===== config.mk =====
export PLATFORM = sky130hd
export DESIGN_NAME = tcdm_bank_arbiter
export DESIGN_NICKNAME = d
export VERILOG_FILES = /design/src/rtl/tcdm_bank_arbiter.sv
export SDC_FILE = /design/constraint.sdc
export NUM_CORES = 1
export LEC_CHECK = 0
export CORE_AREA = 5 5 218 220
export CTS_CLUSTER_SIZE = 40
export DETAILED_ROUTE_END_ITERATION = 12
export DIE_AREA = 0 0 223 225
export PLACE_DENSITY_LB_ADDON = 0.25
export SLEW_MARGIN = 20
export SYNTH_ARGS = -nofsm -noshare
export SYNTH_HDL_FRONTEND = slang
export SYNTH_SLANG_ARGS = --single-unit

===== constraint.sdc =====
create_clock -name clk_i -period 5 [get_ports clk_i]
set_input_delay 1.25 -clock clk_i [delete_from_list [all_inputs] [get_ports clk_i]]
set_output_delay 1.25 -clock clk_i [all_outputs]
set_load 0.03 [all_outputs]

===== src/rtl/tcdm_bank_arbiter.sv =====
// Round-robin arbiter sharing one TCDM bank port between NumReq requesters.
// A fixed-depth ID pipeline routes each bank response back to its issuer.
module tcdm_bank_arbiter #(
   parameter  int unsigned NumReq    = 4,
   parameter  int unsigned AddrWidth = 11,
   parameter  int unsigned DataWidth = 64,
   parameter  int unsigned BeWidth   = DataWidth / 8,
   parameter  int unsigned RespLat   = 1,
   localparam int unsigned IdWidth   = $clog2(NumReq)
) (
   input  logic                          clk_i,
   input  logic                          rst_ni,
   input  logic [NumReq-1:0]             req_valid_i,
   output logic [NumReq-1:0]             req_ready_o,
   input  logic [NumReq*AddrWidth-1:0]   req_addr_i,
   input  logic [NumReq-1:0]             req_write_i,
   input  logic [NumReq*DataWidth-1:0]   req_wdata_i,
   input  logic [NumReq*BeWidth-1:0]     req_strb_i,
   output logic [NumReq-1:0]             rsp_valid_o,
   output logic [DataWidth-1:0]          rsp_rdata_o,
   output logic                          mem_req_o,
   input  logic                          mem_gnt_i,
   output logic [AddrWidth-1:0]          mem_addr_o,
   output logic                          mem_we_o,
   output logic [DataWidth-1:0]          mem_wdata_o,
   output logic [BeWidth-1:0]            mem_be_o,
   input  logic [DataWidth-1:0]          mem_rdata_i
);

   localparam int unsigned PipeW = RespLat * IdWidth;

   logic [IdWidth-1:0]              r_rr;
   logic [RespLat-1:0]              r_vld;
   logic [RespLat-1:0][IdWidth-1:0] r_id;

   logic [IdWidth-1:0]              w_win;
   logic [IdWidth-1:0]              w_idx;
   logic                            w_any;
   logic                            w_xfer;

   // Scan from the priority pointer upwards, wrapping at NumReq.
   always_comb begin
      w_any = 1'b0;
      w_win = '0;
      w_idx = '0;
      for (int unsigned i = 0; i < NumReq; i++) begin
         w_idx = IdWidth'((32'(r_rr) + i) % NumReq);
         if (!w_any && req_valid_i[w_idx]) begin
            w_any = 1'b1;
            w_win = w_idx;
         end
      end
   end

   assign w_xfer    = w_any & mem_gnt_i;
   assign mem_req_o = w_any;

   always_comb begin
      req_ready_o = '0;
      mem_addr_o  = '0;
      mem_we_o    = 1'b0;
      mem_wdata_o = '0;
      mem_be_o    = '0;
      for (int unsigned k = 0; k < NumReq; k++) begin
         if (w_any && (w_win == IdWidth'(k))) begin
            req_ready_o[k] = mem_gnt_i;
            mem_addr_o     = req_addr_i[k*AddrWidth +: AddrWidth];
            mem_we_o       = req_write_i[k];
            mem_wdata_o    = req_wdata_i[k*DataWidth +: DataWidth];
            mem_be_o       = req_strb_i[k*BeWidth +: BeWidth];
         end
      end
   end

   // The pipeline never stalls: stage 0 captures every cycle, older stages shift.
   always_ff @(posedge clk_i) begin
      if (!rst_ni) begin
         r_rr  <= '0;
         r_vld <= '0;
         r_id  <= '0;
      end else begin
         if (w_xfer) begin
            r_rr <= (w_win == IdWidth'(NumReq - 1)) ? '0 : w_win + 1'b1;
         end
         r_vld <= RespLat'({r_vld, w_xfer});
         r_id  <= PipeW'({r_id, w_win});
      end
   end

   always_comb begin
      rsp_valid_o = '0;
      if (r_vld[RespLat-1]) begin
         rsp_valid_o[r_id[RespLat-1]] = 1'b1;
      end
   end

   assign rsp_rdata_o = mem_rdata_i;

endmodule


* After elaboration in Yosys (flattened, before gate mapping)
Index checks and enable logic that the tools add are counted.
Storage, ports and cells: flip-flop bits (word level) 5, output and inout port bits 157, logic and storage cells 69
Cells by class: add/subtract/negate cells 4, order comparisons 6, equality and inequality tests 3, multiplexer cells 40, bitwise gates (word level) 1, reduce and logical (&&, ||, !) cells 12
Operator list (number):
- 64-bit 2-to-1 mux | 4
- 11-bit 2-to-1 mux | 4
- 8-bit 2-to-1 mux | 4
- 1-bit 2-to-1 mux | 17
- 2-bit by 3-bit less-than comparator with 1-bit output, second input constant | 5
- 2-bit 2-to-1 mux | 5
- 1-bit binary-select mux with 2-bit select | 4
- 1-bit logical AND | 8
- 2-bit by 1-bit adder with 2-bit output, second input constant | 2
- 2-bit adder, second input constant | 2
- 2-bit equality test, second input constant | 2
- 4-bit 2-to-1 mux | 1
- 1-bit zero test | 3
- 1-bit demux with 2-bit select | 1
- 2-bit by 1-bit equality test with 1-bit output, second input constant | 1
- 2-bit by 1-bit >= comparator with 1-bit output, second input constant | 1
- 2-bit zero test | 1
- 1-bit AND | 1

* Logic depth before layout (Yosys ltp)
Gate-level depths: netlist of the first run.
depth after elaboration 18, depth in mapped cells 10, depth with buffers taken out 7

* Least setup slack after synthesis of the first run
No wires, ideal clock.
kind input to output, start in req_valid_i[2], end out mem_addr_o[10], arrival time 3.512 ns, required time 3.750 ns, slack 0.238 ns, stages 9, path buffers 3, cells stage by stage nor2b_1 -> o21a_1 -> or3_1 -> ha_1 -> buf_4 -> buf_6 -> buf_2 -> a211o_1 -> o21ai_0
On the way: word-level cells in the longest chain between the ends 18, elaborated cells between the ends (all ways) 34
Ends and longest elaborated chain:
- start, declared | RTL line 13 | input logic [NumReq-1:0] req_valid_i,
- 1-bit binary-select mux with 2-bit select | RTL line 48 | if (!w_any && req_valid_i[w_idx]) begin
- 1-bit 2-to-1 mux (implied by the code) | RTL line 48
- 1-bit 2-to-1 mux | RTL line 48
- 1-bit zero test | RTL line 48
- 1-bit logical AND | RTL line 48
- 1-bit 2-to-1 mux | RTL line 48
- 1-bit zero test | RTL line 48
- 1-bit logical AND | RTL line 48
- 1-bit 2-to-1 mux | RTL line 48
- 1-bit zero test | RTL line 48
- 1-bit logical AND | RTL line 48
- 2-bit 2-to-1 mux | RTL line 48
- 2-bit zero test | RTL line 65 | if (w_any && (w_win == IdWidth'(k))) begin
- 1-bit logical AND | RTL line 65
- 11-bit 2-to-1 mux (3 in a row) | RTL line 65
- 11-bit 2-to-1 mux (*) | RTL line 65
- end, declared | RTL line 23 | output logic [AddrWidth-1:0] mem_addr_o,
Every way passes the cells marked *; elsewhere a longest branch is shown, timed or not. The select of a mux whose other input is x is not followed.

* Worst setup path in the final report of the first run
start in req_valid_i[0], end out mem_wdata_o[37]
On the way: word-level cells in the longest chain between the ends 18, elaborated cells between the ends (all ways) 34
Ends and longest elaborated chain:
- 1-bit binary-select mux with 2-bit select | RTL line 48
- 1-bit 2-to-1 mux (implied by the code) | RTL line 48
- 1-bit 2-to-1 mux | RTL line 48
- 1-bit zero test | RTL line 48
- 1-bit logical AND | RTL line 48
- 1-bit 2-to-1 mux | RTL line 48
- 1-bit zero test | RTL line 48
- 1-bit logical AND | RTL line 48
- 1-bit 2-to-1 mux | RTL line 48
- 1-bit zero test | RTL line 48
- 1-bit logical AND | RTL line 48
- 2-bit 2-to-1 mux (*) | RTL line 48
- net w_win[1] | RTL line 36 | logic [IdWidth-1:0] w_win;
- 2-bit zero test | RTL line 65
- 1-bit logical AND | RTL line 65
- 64-bit 2-to-1 mux (3 in a row) | RTL line 65
- 64-bit 2-to-1 mux (*) | RTL line 65
- end, declared | RTL line 25 | output logic [DataWidth-1:0] mem_wdata_o,
The timed path passes the listed nets; every way through them passes the cells marked *. The select of a mux whose other input is x is not followed.

==> run_results.csv, run 1 <==
group,metric,value,unit
floorplan,rows,78,
pwr,total_power,2.41,mW
worst_setup_path,critPathKind,"in -> out",
pwr,ir_drop,0.132,mV
logic_synthesis,synth_cell_types,34,
logic_synthesis,syn_area_per_cell,6.19,µm²
pwr,p_per_area,252,mW/mm²
cts,cts_root_buf,"clkbuf_16",
min_path,hold_path_class,"reg -> reg",
job,max_cap_viol_count,0,
logic_synthesis,synth_nets,1098,
sta,relSlewSlack,0.673,
sta,report.final.slew_viol_count,0,
finish,nets,1489,
finish,num-fill-cells,5078,
worst_setup_path,crit_path_frequent_cell,"buf_4",
worst_setup_path,crit_path_end_kind,"output pin",
floorplan,design.die.area,0.0502,mm²
pwr,power_frac_comb,0.923,
global_route,gr-total-overflow,0,
run_status,status,"completed",
finish,syn_to_final_growth,125,%
worst_setup_path,rrSetupSlack,3210,ps
logic_synthesis,synthCells,687,
sta,fin_skew,1.07,ps
worst_setup_path,critPathLaunch,"req_valid_i[0]",
worst_setup_path,reg2reg_depth,8,
worst_setup_path,arrival,3640,ps
sta,tightest_slew,490,ps
finish,final_cell_count_no_fill,1677,
routing,drtAntennaViolNets,0,
sta,finalCritPeriodShare,0.977,
routing,routedWlPerCell,17.7,µm
placed_design,dp_slack,-206,ps
global_route,antenna_found_initial,1,
worst_setup_path,cp.required,3750,ps
worst_setup_path,crit_buf_inv,7,
finish,drive_gt1_frac,0.199,
routing,viasPerCell,3.91,
sta,timing.hold.ws,654,ps
cts,cts_max_level,1,
pwr,p_seq_frac,0.021,
global_route,grt_pass1_vias,6778,
logic_synthesis,seq_area_frac_synth,0.0235,
cts,clock_latency,230,ps
cts,cts_buffers,3,
sta,worst_slack,114,ps
worst_setup_path,crit_path_top_delay_cell,"a221o_1",
cts,clock_sinks,5,
cts,cts_buffer_depth,2,
cts,hold_buffers,0,
worst_setup_path,critPathTopFamily,"buffers and inverters",
routing,remaining_drc_errors,0,
min_path,hold_path.startpoint,"r_rr[0]$_SDFFE_PN0P_",
global_route,track_usage,0.105,
pwr,leakagePower,3.80,nW
cts,cts_tree,"done",
sta,min_period,4890,ps
global_route,grt_pass1_wl,41.9,mm
logic_synthesis,synth_seq_cells,5,
pwr,internal_power,1.25,mW
worst_setup_path,cp_cell_sequence,"dlygate4sd2_1 -> nor2b_2 -> o21bai_4 -> buf_4 -> buf_4 -> o31a_1 -> ha_4 -> buf_12 -> buf_4 -> a21oi_1 -> a221o_1 -> a21oi_2 -> buf_4 -> buf_12",
finish,multi_input_area,0.00310,mm²
sta,timing.fmax,205,MHz
finish,antenna_cells,0,
placed_design,portBuffers,435,
floorplan,core_area,0.0451,mm²
pwr,p_switching,1.16,mW
placed_design,finalWeightedCongestion,0.855,
routing,drt_first_iter_violations,220,
worst_setup_path,crit_fanout,12,
routing,via_count,6553,
finish,stdcell_area,0.00958,mm²
worst_setup_path,reg2reg_from,"r_rr[0]$_SDFFE_PN0P_",
placed_design,dpl_cell_area,0.00911,mm²
floorplan,start_util,0.0943,
placed_design,dp.cells,1657,
floorplan,die_x,223,µm
routing,drtPass1Iterations,5,
sta,finalHoldViolations,0,
floorplan,die_h,225,µm
pwr,switching_share,0.481,
logic_synthesis,syn_area,0.00425,mm²
floorplan,io_pins,564,
worst_setup_path,critPathLaunchType,"primary input",
logic_synthesis,synthesis.yosys.warnings,0,
worst_setup_path,endpoint,"mem_wdata_o[37]",
worst_setup_path,worst_path_largest_cell_delay,350,ps
worst_setup_path,cp.depth,14,
sta,setup_viol_count_final,0,
pwr,pwr-share-clk,0.056,
routing,finalWirelength,29.8,mm
global_route,grt_max_degree,85,
placed_design,hpwl,22.9,mm
cts,clk_pin_slew,30,ps
finish,seqCellArea,100,µm²
worst_setup_path,r2r-end,"r_rr[1]$_SDFFE_PN0P_",
[worst register-to-register path, stage by stage (launching register included)]
cell,delay [ps]
dfxtp_1,450
nor2b_2,110
o21bai_4,180
buf_4,130
buf_4,100
o31a_1,200
buf_4,150
ha_4,190
a41o_1,170
[final cells by class]
cell class	count	area share
Clock buffer	4	0.00823
Multi-Input combinational cell	457	0.324
Inverter	85	0.0333
Tap cell	600	0.0784
Sequential cell	5	0.0105
Timing Repair Buffer	526	0.546
[state kept, by name (all words and copies together), names as in the netlist]
name   cells
r_id       2
r_rr       2
r_vld      1
[worst min-delay path by stage]
| stage | depth (start not counted) | endpoint | slack [ps] |
|---|---|---|---|
| after detailed placement | 2 | r_rr[0]$_SDFFE_PN0P_ | 580 |
| after global routing | 2 | r_rr[0]$_SDFFE_PN0P_ | 700 |
| after global placement | 2 | r_rr[0]$_SDFFE_PN0P_ | 560 |
| after CTS | 2 | r_rr[0]$_SDFFE_PN0P_ | 610 |
| final | 2 | r_rr[0]$_SDFFE_PN0P_ | 650 |
| after floorplan | 2 | r_rr[0]$_SDFFE_PN0P_ | 510 |
[synthesized netlist by cell type (all sizes together)]
cell type,n,share of area
a41o,1,0.0024
o31a,1,0.0021
clkbuf,15,0.013
nor2,2,0.0018
and3,6,0.0088
o21bai,1,0.0018
a221oi,4,0.0082
nand3,4,0.0047
nand2,83,0.073
buf,125,0.20
ha,4,0.012
or3,1,0.0015
nor4,2,0.0065
o311a,1,0.0024
a221o,80,0.19
o31ai,1,0.0018
o21a,1,0.0018
nand3b,80,0.14
a21oi,164,0.19
a211o,4,0.0082
inv,85,0.075
nor2b,4,0.0059
nor4b,3,0.0062
nor3,1,0.0012
nor3b,1,0.0018
nand2b,3,0.0044
and3b,1,0.0021
o21ai,4,0.0047
dfxtp,5,0.024
[routing by layer]
metal,part of all wire,up-vias,track usage
met5,0.00044,-,0
met4,0.038,2,0.0383
met3,0.070,56,0.0249
met2,0.51,298,0.192
met1,0.38,3023,0.119
li1,-,3174,-
[layout by cell type (no fill, tap or decap), drive strengths merged]
master and n:
nor2b 4, o31a 1, ha 4, o311a 1
a21oi 164, nor3b 1, a221o 80, o21a 1
nand2b 3, inv 85, o21ai 4, buf 177
clkdlybuf4s50 343, nand3b 80, nor3 1, and3b 1
nor4b 3, nor2 2, a221oi 4, and3 6
dlymetal6s2s 1, a211o 4, dfxtp 5, or3 1
o21bai 1, clkbuf 7, a41o 1, dlygate4sd2 2
nor4 2, o31ai 1, nand2 83, nand3 4
[power groups by stage]
stage	logic [mW]	registers (mW)	clock network (mW)
floorplan	1.23	0.0479	0
global placement	2.13	0.0496	0
detailed placement	2.12	0.0495	0
CTS	2.22	0.0498	0.135
global route	2.37	0.0517	0.137
finish	2.22	0.0511	0.134
[stage by stage]
stage                     setup TNS, ps   util
final                                 0  0.212
after detailed placement          -2800  0.202
after CTS                         -3.42  0.210
after floorplan                       0      -
after global placement            -4080  0.202
after global routing              -56.6  0.212
[kinds of logic (layout without fill, tap and decap cells)]
logic type               Yosys count  count (layout)  synth area share
adder cells (fa/ha/maj)            4               4            0.0118
AND/OR/NAND/NOR                  191             191             0.259
flip-flops                         5               5            0.0235
buffers and inverters            225             615             0.289
AO/OA/AOI/OAI                    262             262             0.416
[what timing repair did]
item                                    4_1_cts  5_1_grt
cloned                                        3        2
buffers inserted                             10        1
pin swaps                                     7       10
endpoints found under the setup margin       74       74
resized for setup                            23       21
Power figures use the tool's default switching activity.
==> inputs of run 2 (changes only) <==
CAP_MARGIN = 25   (was default)
==> results of run 2 <==
Same layout as run 1: the final DEF is identical, and so are final timing and power.
